==> src/rtl/ahb_master_ctrl.sv <==
// AHB-Lite single-transfer master controller.
// Accepts one core request at a time, decodes it to the RAM or AI slave,
// runs one NONSEQ word transfer and returns a single-cycle response pulse.
//
// state   | meaning
// --------+-------------------------------------------------------------
// IDLE    | ready for a request; bus idle
// ADDR    | address phase on the bus, waiting for HREADY
// DATA    | data phase, counting wait states against TIMEOUT
// RESP    | rsp_valid pulse, bus selects released
module ahb_master_ctrl #(
    parameter logic [31:0] AI_BASE = 32'h4000_0000,
    parameter logic [31:0] AI_MASK = 32'hF000_0000,
    parameter int          TIMEOUT = 255
) (
    input  logic        clk,
    input  logic        reset,
    input  logic        req_valid,
    output logic        req_ready,
    input  logic        req_write,
    input  logic [31:0] req_addr,
    input  logic [31:0] req_wdata,
    output logic        rsp_valid,
    output logic [31:0] rsp_rdata,
    output logic        rsp_err,
    output logic [31:0] HADDR,
    output logic [1:0]  HTRANS,
    output logic        HWRITE,
    output logic [2:0]  HSIZE,
    output logic [31:0] HWDATA,
    output logic        HSEL_RAM,
    output logic        HSEL_AI,
    input  logic [31:0] HRDATA_RAM,
    input  logic [31:0] HRDATA_AI,
    input  logic        HREADY,
    input  logic        HRESP
);

    typedef enum logic [1:0] {
        ST_IDLE = 2'd0,
        ST_ADDR = 2'd1,
        ST_DATA = 2'd2,
        ST_RESP = 2'd3
    } state_t;

    localparam logic [1:0]  HTRANS_IDLE   = 2'b00;
    localparam logic [1:0]  HTRANS_NONSEQ = 2'b10;
    // The last wait cycle before giving up; TIMEOUT fits in 16 bits, so no wrap.
    localparam logic [15:0] WAIT_LAST     = 16'(TIMEOUT - 1);

    state_t      r_state;
    logic [31:0] r_haddr;
    logic [1:0]  r_htrans;
    logic        r_hwrite;
    logic [31:0] r_hwdata;
    logic [31:0] r_wdata;
    logic        r_hsel_ram;
    logic        r_hsel_ai;
    logic        r_rsp_valid;
    logic [31:0] r_rsp_rdata;
    logic        r_rsp_err;
    logic [15:0] r_wait;

    state_t      w_state;
    logic [31:0] w_haddr;
    logic [1:0]  w_htrans;
    logic        w_hwrite;
    logic [31:0] w_hwdata;
    logic [31:0] w_wdata;
    logic        w_hsel_ram;
    logic        w_hsel_ai;
    logic        w_rsp_valid;
    logic [31:0] w_rsp_rdata;
    logic        w_rsp_err;
    logic [15:0] w_wait;
    logic        w_sel_ai;

    // State and all bus/response registers; reset drops any in-flight transfer.
    always_ff @(posedge clk or posedge reset) begin
        if (reset) begin
            r_state     <= ST_IDLE;
            r_haddr     <= '0;
            r_htrans    <= HTRANS_IDLE;
            r_hwrite    <= 1'b0;
            r_hwdata    <= '0;
            r_wdata     <= '0;
            r_hsel_ram  <= 1'b0;
            r_hsel_ai   <= 1'b0;
            r_rsp_valid <= 1'b0;
            r_rsp_rdata <= '0;
            r_rsp_err   <= 1'b0;
            r_wait      <= '0;
        end else begin
            r_state     <= w_state;
            r_haddr     <= w_haddr;
            r_htrans    <= w_htrans;
            r_hwrite    <= w_hwrite;
            r_hwdata    <= w_hwdata;
            r_wdata     <= w_wdata;
            r_hsel_ram  <= w_hsel_ram;
            r_hsel_ai   <= w_hsel_ai;
            r_rsp_valid <= w_rsp_valid;
            r_rsp_rdata <= w_rsp_rdata;
            r_rsp_err   <= w_rsp_err;
            r_wait      <= w_wait;
        end
    end

    // Next-state and next-output decode; registers hold unless a transition updates them.
    always_comb begin
        w_state     = r_state;
        w_haddr     = r_haddr;
        w_htrans    = r_htrans;
        w_hwrite    = r_hwrite;
        w_hwdata    = r_hwdata;
        w_wdata     = r_wdata;
        w_hsel_ram  = r_hsel_ram;
        w_hsel_ai   = r_hsel_ai;
        w_rsp_valid = 1'b0;
        w_rsp_rdata = r_rsp_rdata;
        w_rsp_err   = r_rsp_err;
        w_wait      = r_wait;
        w_sel_ai    = ((req_addr & AI_MASK) == AI_BASE);

        case (r_state)
            ST_IDLE: begin
                if (req_valid) begin
                    if (req_addr[1:0] != 2'b00) begin
                        // Misaligned word access never reaches the bus.
                        w_state     = ST_RESP;
                        w_rsp_valid = 1'b1;
                        w_rsp_err   = 1'b1;
                        w_rsp_rdata = '0;
                    end else begin
                        w_state    = ST_ADDR;
                        w_haddr    = req_addr;
                        w_hwrite   = req_write;
                        w_wdata    = req_wdata;
                        w_htrans   = HTRANS_NONSEQ;
                        w_hsel_ai  = w_sel_ai;
                        w_hsel_ram = !w_sel_ai;
                    end
                end
            end
            ST_ADDR: begin
                if (HREADY) begin
                    w_state  = ST_DATA;
                    w_htrans = HTRANS_IDLE;
                    w_hwdata = r_wdata;
                    w_wait   = '0;
                end
            end
            ST_DATA: begin
                if (HREADY) begin
                    w_state     = ST_RESP;
                    w_rsp_valid = 1'b1;
                    w_rsp_err   = HRESP;
                    w_rsp_rdata = r_hwrite  ? 32'h0 :
                                  r_hsel_ai ? HRDATA_AI : HRDATA_RAM;
                    w_hsel_ram  = 1'b0;
                    w_hsel_ai   = 1'b0;
                end else if (r_wait == WAIT_LAST) begin
                    w_state     = ST_RESP;
                    w_rsp_valid = 1'b1;
                    w_rsp_err   = 1'b1;
                    w_rsp_rdata = '0;
                    w_hsel_ram  = 1'b0;
                    w_hsel_ai   = 1'b0;
                end else begin
                    w_wait = r_wait + 16'd1;
                end
            end
            ST_RESP: begin
                w_state = ST_IDLE;
            end
            default: begin
                w_state = ST_IDLE;
            end
        endcase
    end

    assign req_ready = (r_state == ST_IDLE);
    assign rsp_valid = r_rsp_valid;
    assign rsp_rdata = r_rsp_rdata;
    assign rsp_err   = r_rsp_err;
    assign HADDR     = r_haddr;
    assign HTRANS    = r_htrans;
    assign HWRITE    = r_hwrite;
    assign HSIZE     = 3'b010;
    assign HWDATA    = r_hwdata;
    assign HSEL_RAM  = r_hsel_ram;
    assign HSEL_AI   = r_hsel_ai;

endmodule
==> config.mk <==
export PLATFORM = sky130hd
export DESIGN_NAME = ahb_master_ctrl
export DESIGN_NICKNAME = d
export VERILOG_FILES = /design/src/rtl/ahb_master_ctrl.sv
export SDC_FILE = /design/constraint.sdc
export NUM_CORES = 1
export LEC_CHECK = 0
export CAP_MARGIN = 20
export CORE_MARGIN = 2
export CORE_UTILIZATION = 48
export CTS_BUF_LIST = sky130_fd_sc_hd__clkbuf_16
export CTS_CLUSTER_SIZE = 40
export DETAILED_ROUTE_END_ITERATION = 12
export PLACE_DENSITY = 0.84
export SETUP_SLACK_MARGIN = 0.1
export SYNTH_ARGS = -nofsm -noshare
export SYNTH_HDL_FRONTEND = slang
export SYNTH_SLANG_ARGS = --single-unit
==> constraint.sdc <==
create_clock -name clk -period 8.96 [get_ports clk]
set_clock_uncertainty 0.2 [all_clocks]
set_input_delay 1.344 -clock clk [delete_from_list [all_inputs] [get_ports clk]]
set_output_delay 1.344 -clock clk [all_outputs]
set_load 0.01 [all_outputs]
Yosys cells after proc, flatten, opt, wreduce, memory -nomap -nowiden
Cells that the tools add are included.

storage, ports and cells
  flip-flop bits (word level) = 153

cells by class
  equality and inequality tests = 12
  multiplexer cells = 39
  $add $sub $neg = 1
  bitwise gates (word level) = 1
  reductions and logical operators = 13

operator list
  cell                                                   number
  two-way mux 32 bit                                     6
  case mux 32 bit (2 select lines)                       1
  two-way mux 16 bit                                     3
  case mux 16 bit (2 select lines)                       1
  adder 16 x 1 -> 16 bit, second input constant          1
  equality test 16 x 8 -> 1 bit, second input constant   1
  two-way mux 2 bit                                      8
  AND reduction 4 bit                                    4
  two-way mux 1 bit                                      14
  inequality test 2 bit, second input constant           5
  case mux 1 bit (2 select lines)                        4
  case mux 2 bit (4 select lines)                        1
  nonzero test 2 bit                                     4
  AND reduction 3 bit                                    2
  equality test 2 bit, second input constant             2
  equality test 4 x 3 -> 1 bit, second input constant    1
  case mux 2 bit (2 select lines)                        1
  inequality test 3 bit, second input constant           1
  equality test 2 x 1 -> 1 bit, second input constant    1
  zero test 2 bit                                        1
  inequality test 2 x 1 -> 1 bit, second input constant  1
  AND reduction 2 bit                                    1
  zero test 1 bit                                        1
  NOT 1 bit                                              1

Longest topological paths before layout
  depth in word-level cells = 5
  mapped depth = 8

Least setup slack after synthesis
Ideal clock, no wire load.

  path kind = input -> register
  start point = in HREADY
  end point = reg r_wait[13]
  data arrival time = 2,792 ps
  path buffers = 1
  path slack = 5,890 ps
  cell stages on the path = 5
  cell sequence = or2_4 -> or4_1 -> buf_2 -> or4_1 -> a21oi_1

on the way
  longest elaborated chain between the ends = 2

ends and longest elaborated chain
  what                                      line  RTL
  from (decl)                               35    input logic HREADY,
  inequality test 2 bit (no source line)    -
  AND reduction 4 bit (no source line) (*)  -
  to (signal assigned)                      105   r_wait <= w_wait;
  to (decl)                                 62    logic [15:0] r_wait;

Mark *: on every way between the ends. The rest lies on a longest branch, timed or not.
A chain may end at the register's enable or synchronous reset.

Worst setup path after layout
  start point = reg r_hsel_ai (netlist: HSEL_AI)
  end point = out HSEL_AI

RTL lines
  what                    line  RTL
  from (decl)             58    logic r_hsel_ai;
  from (signal assigned)  101   r_hsel_ai <= w_hsel_ai;
  to (decl)               32    output logic HSEL_AI,

No word-level cell between the ends.

==> results.yml <==
clock_network:
  clockBufferDepth: 2
  root_buffer: "clkbuf_16"
  cts_setup_buffers: 0
  htreeDepth: 4
  cts_buffers: 17
  clock_sink_count: 152
  clk_latency_ps: 420
  cts_resized: 0
  hold_buffers: 0
  cts_tree: "built"
  clkTransAtPathRegs_ps: 60
finish:
  areaGrowthSynthToFinish_pct: 47.0
  fin_nets: 842
  fillers: 882
  drive_gt1_share_pct: 19.3
  antenna-diode-count: 0
logic_synthesis:
  ys_seq_area_share_pct: 58.5
  syn_inst: 473
  syn_avg_cell_area_sq_um: 13.7
  synth-async-reset-ratio_pct: 100
  synth_edf_count: 0
  synth_area_sq_um: 6500
  ys_types: 50
  ys_ff_latch: 152
  ys_warn_count: 0
  synth_top_cell_by_area: "dfrtp_1"
  synthTopCellsByArea: "dfrtp_1, mux2_2, mux2i_1"
  synth_top_area_share_pct: 58.5
  synth_ff_type: "dfrtp_1"
  synth.most_common_cell: "dfrtp_1"
  synth_commonest_cells: "dfrtp_1, mux2_2, mux2i_1, o2bb2ai_1, clkbuf_1"
sta:
  post-route-min-period_ps: 3660
  slew_viol_final: 0
  hold_violations: 0
  tns_ps: 0
  setup_viol: 0
  timing.fmax_mhz: 273
  fin_hold_ws_ps: 287
  post-route-period-util_pct: 40.9
  max_slew_margin_pct: 34.1
  tightestPinTransition_ps: 989
  rsz0062_at_grt: "false"
grt:
  grt_pass1_vias: 5197
  grt_max_degree: 81
  grt_use_total_pct: 23.2
  gr-total-overflow: 0
  antenna_found_initial: 0
  grt_pass1_wl_microns: 26100
worst_setup_path:
  end_kind: "output port"
  critPathArrivalTime_ps: 2120
  crit_slowest_cell: "dfrtp_2"
  worstPathRequired_ps: 7420
  path_cells: "clkdlybuf4s50_1"
  cp.buffers_inverters: 1
  slowest_delay_ps: 1000
  r2r-start: "r_state[0]"
  critPathKind: "reg2out"
  cp-startpoint: "HSEL_AI"
  cp_max_fo: 35
  worstSetupStartpointType: "register"
  cp_top_family: "flip-flops"
job:
  max-cap-violations: 0
floorplanning:
  die_y_microns: 120
  row_count: 42
  die_w_microns: 120
  start_util_pct: 49.1
  io_pins: 241
  core-area_sq_um: 13200
  fp.dieArea_sq_um: 14500
power_and_ir_drop:
  seq_power_share_pct: 38.7
  comb_power_share_pct: 38.7
  p_switching_mw: 0.927
  p_leak_nw: 3.98
  clkPwrFrac_pct: 22.6
  finalPower_mw: 3.00
  pwr_density_cell_nw_per_um2: 314
  p_int_mw: 2.08
  p_sw_share_pct: 30.9
  ir_worst_vdd_uv: 194
place:
  globalplace.congestion: 0.825
  hpwlAfterDp_microns: 11700
  portBuffers: 236
route:
  drtIter0Drc: 143
  totalWireLength_microns: 16400
  drc_errors: 0
  vias: 4805
  via_per_inst: 5.39
  postRouteAntennaNets: 0
  wl_per_cell_microns: 18.4
  first_pass_iters: 4
status:
  status: "finished, final reports clean"
worst_hold_path:
  hp-class: "reg2reg"
  min-delay-start: "rsp_rdata[5]"
-- routing by layer --
metal,vias to the layer above,wire length (microns),global-route usage (%)
met1,2395,6060,25.7
met2,199,8430,40.5
met3,17,1690,9.43
met4,0,184,7.56
met5,-,0,0
li1,2194,-,-
-- placed cells by master, fill, tap and decap left out, drive strengths merged, types with 2 or more instances in the layout --
cell type	synthesis	final
mux2	95	95
a211oi	2	2
or3	2	2
nand3	7	7
or3b	2	2
o21ai	11	11
clkinvlp	0	3
nand4	4	4
bufinv	0	2
or4	7	7
o2bb2ai	34	34
conb	2	4
nor2	7	7
o211ai	2	2
ha	6	6
a21oi	12	12
nor2b	2	2
dfrtp	152	152
o31ai	5	5
o41ai	2	2
mux2i	37	37
o21a	2	2
buf	16	3
inv	9	15
clkinv	0	4
nor3	9	9
clkbuf	15	17
nand2	12	12
clkdlybuf4s50	0	236
and4	2	2
-- sequential cells by signal, indices dropped and copies added (netlist names) --
signal and count:
HADDR 32, HSEL_AI 1, HSEL_RAM 1, HTRANS 1, HWDATA 32, HWRITE 1, r_state 2, r_wait 16
r_wdata 32, rsp_err 1, rsp_rdata 32, rsp_valid 1
-- worst paths after layout --
check                          endpoint  slack [ps]  cells past startpoint
hold / removal             rsp_rdata[5]         290                      1
setup / recovery                HSEL_AI        5300                      1
max in group asynchronous       HSEL_AI        5860                      3
hold reg to reg            rsp_rdata[5]         290                      1
setup reg to reg             r_wait[12]        6140                      6
min in group asynchronous   r_wdata[20]        1170                      2
-- through the flow --
step | setup WS [ps] | cell area [sq um] | instances | utilization, %
final | 5300 | 9560 | 891 | 72.2
after global routing | 5210 | 9560 | 891 | 72.2
after CTS | 5270 | 9560 | 891 | 72.2
after detailed placement | 5030 | 8990 | 859 | 67.9
after global placement | 5100 | 8990 | 859 | 67.9
after floorplan | 3320 | 6510 | 475 | -
-- logic make-up (layout without fill, tap and decap cells) --
family          count (synthesis)  after routing  synth area share, %
compound gates                 77             77                 9.18
fa+ha+maj                       6              6                 1.16
buf+inv                        40            280                 2.73
flops                         152            152                 58.5
mux                           132            132                 22.2
other cells                     2              4                0.116
simple gates                   64             64                 6.12
-- power by group through the flow --
stage                     clock, mW  sequential (mW)  combinational (mW)
final                         0.678             1.16                1.16
after global placement            0             1.15                1.13
after CTS                     0.689             1.17                1.18
after detailed placement          0             1.17                1.17
after floorplan                   0             1.24               0.513
after global routing          0.718             1.20                1.25
-- layout make-up --
class / instances / area [sq um] / share of cell area, %
flip-flops and latches: 152 / 3800 / 39.8
multi-input cells: 283 / 2540 / 26.6
clock inverters: 15 / 139 / 1.45
inverters: 9 / 38.8 / 0.406
repair buffers: 239 / 2380 / 25.0
clock buffers: 17 / 425 / 4.45
well taps: 176 / 220 / 2.30
Note: power is estimated with default switching activity, not from simulation.
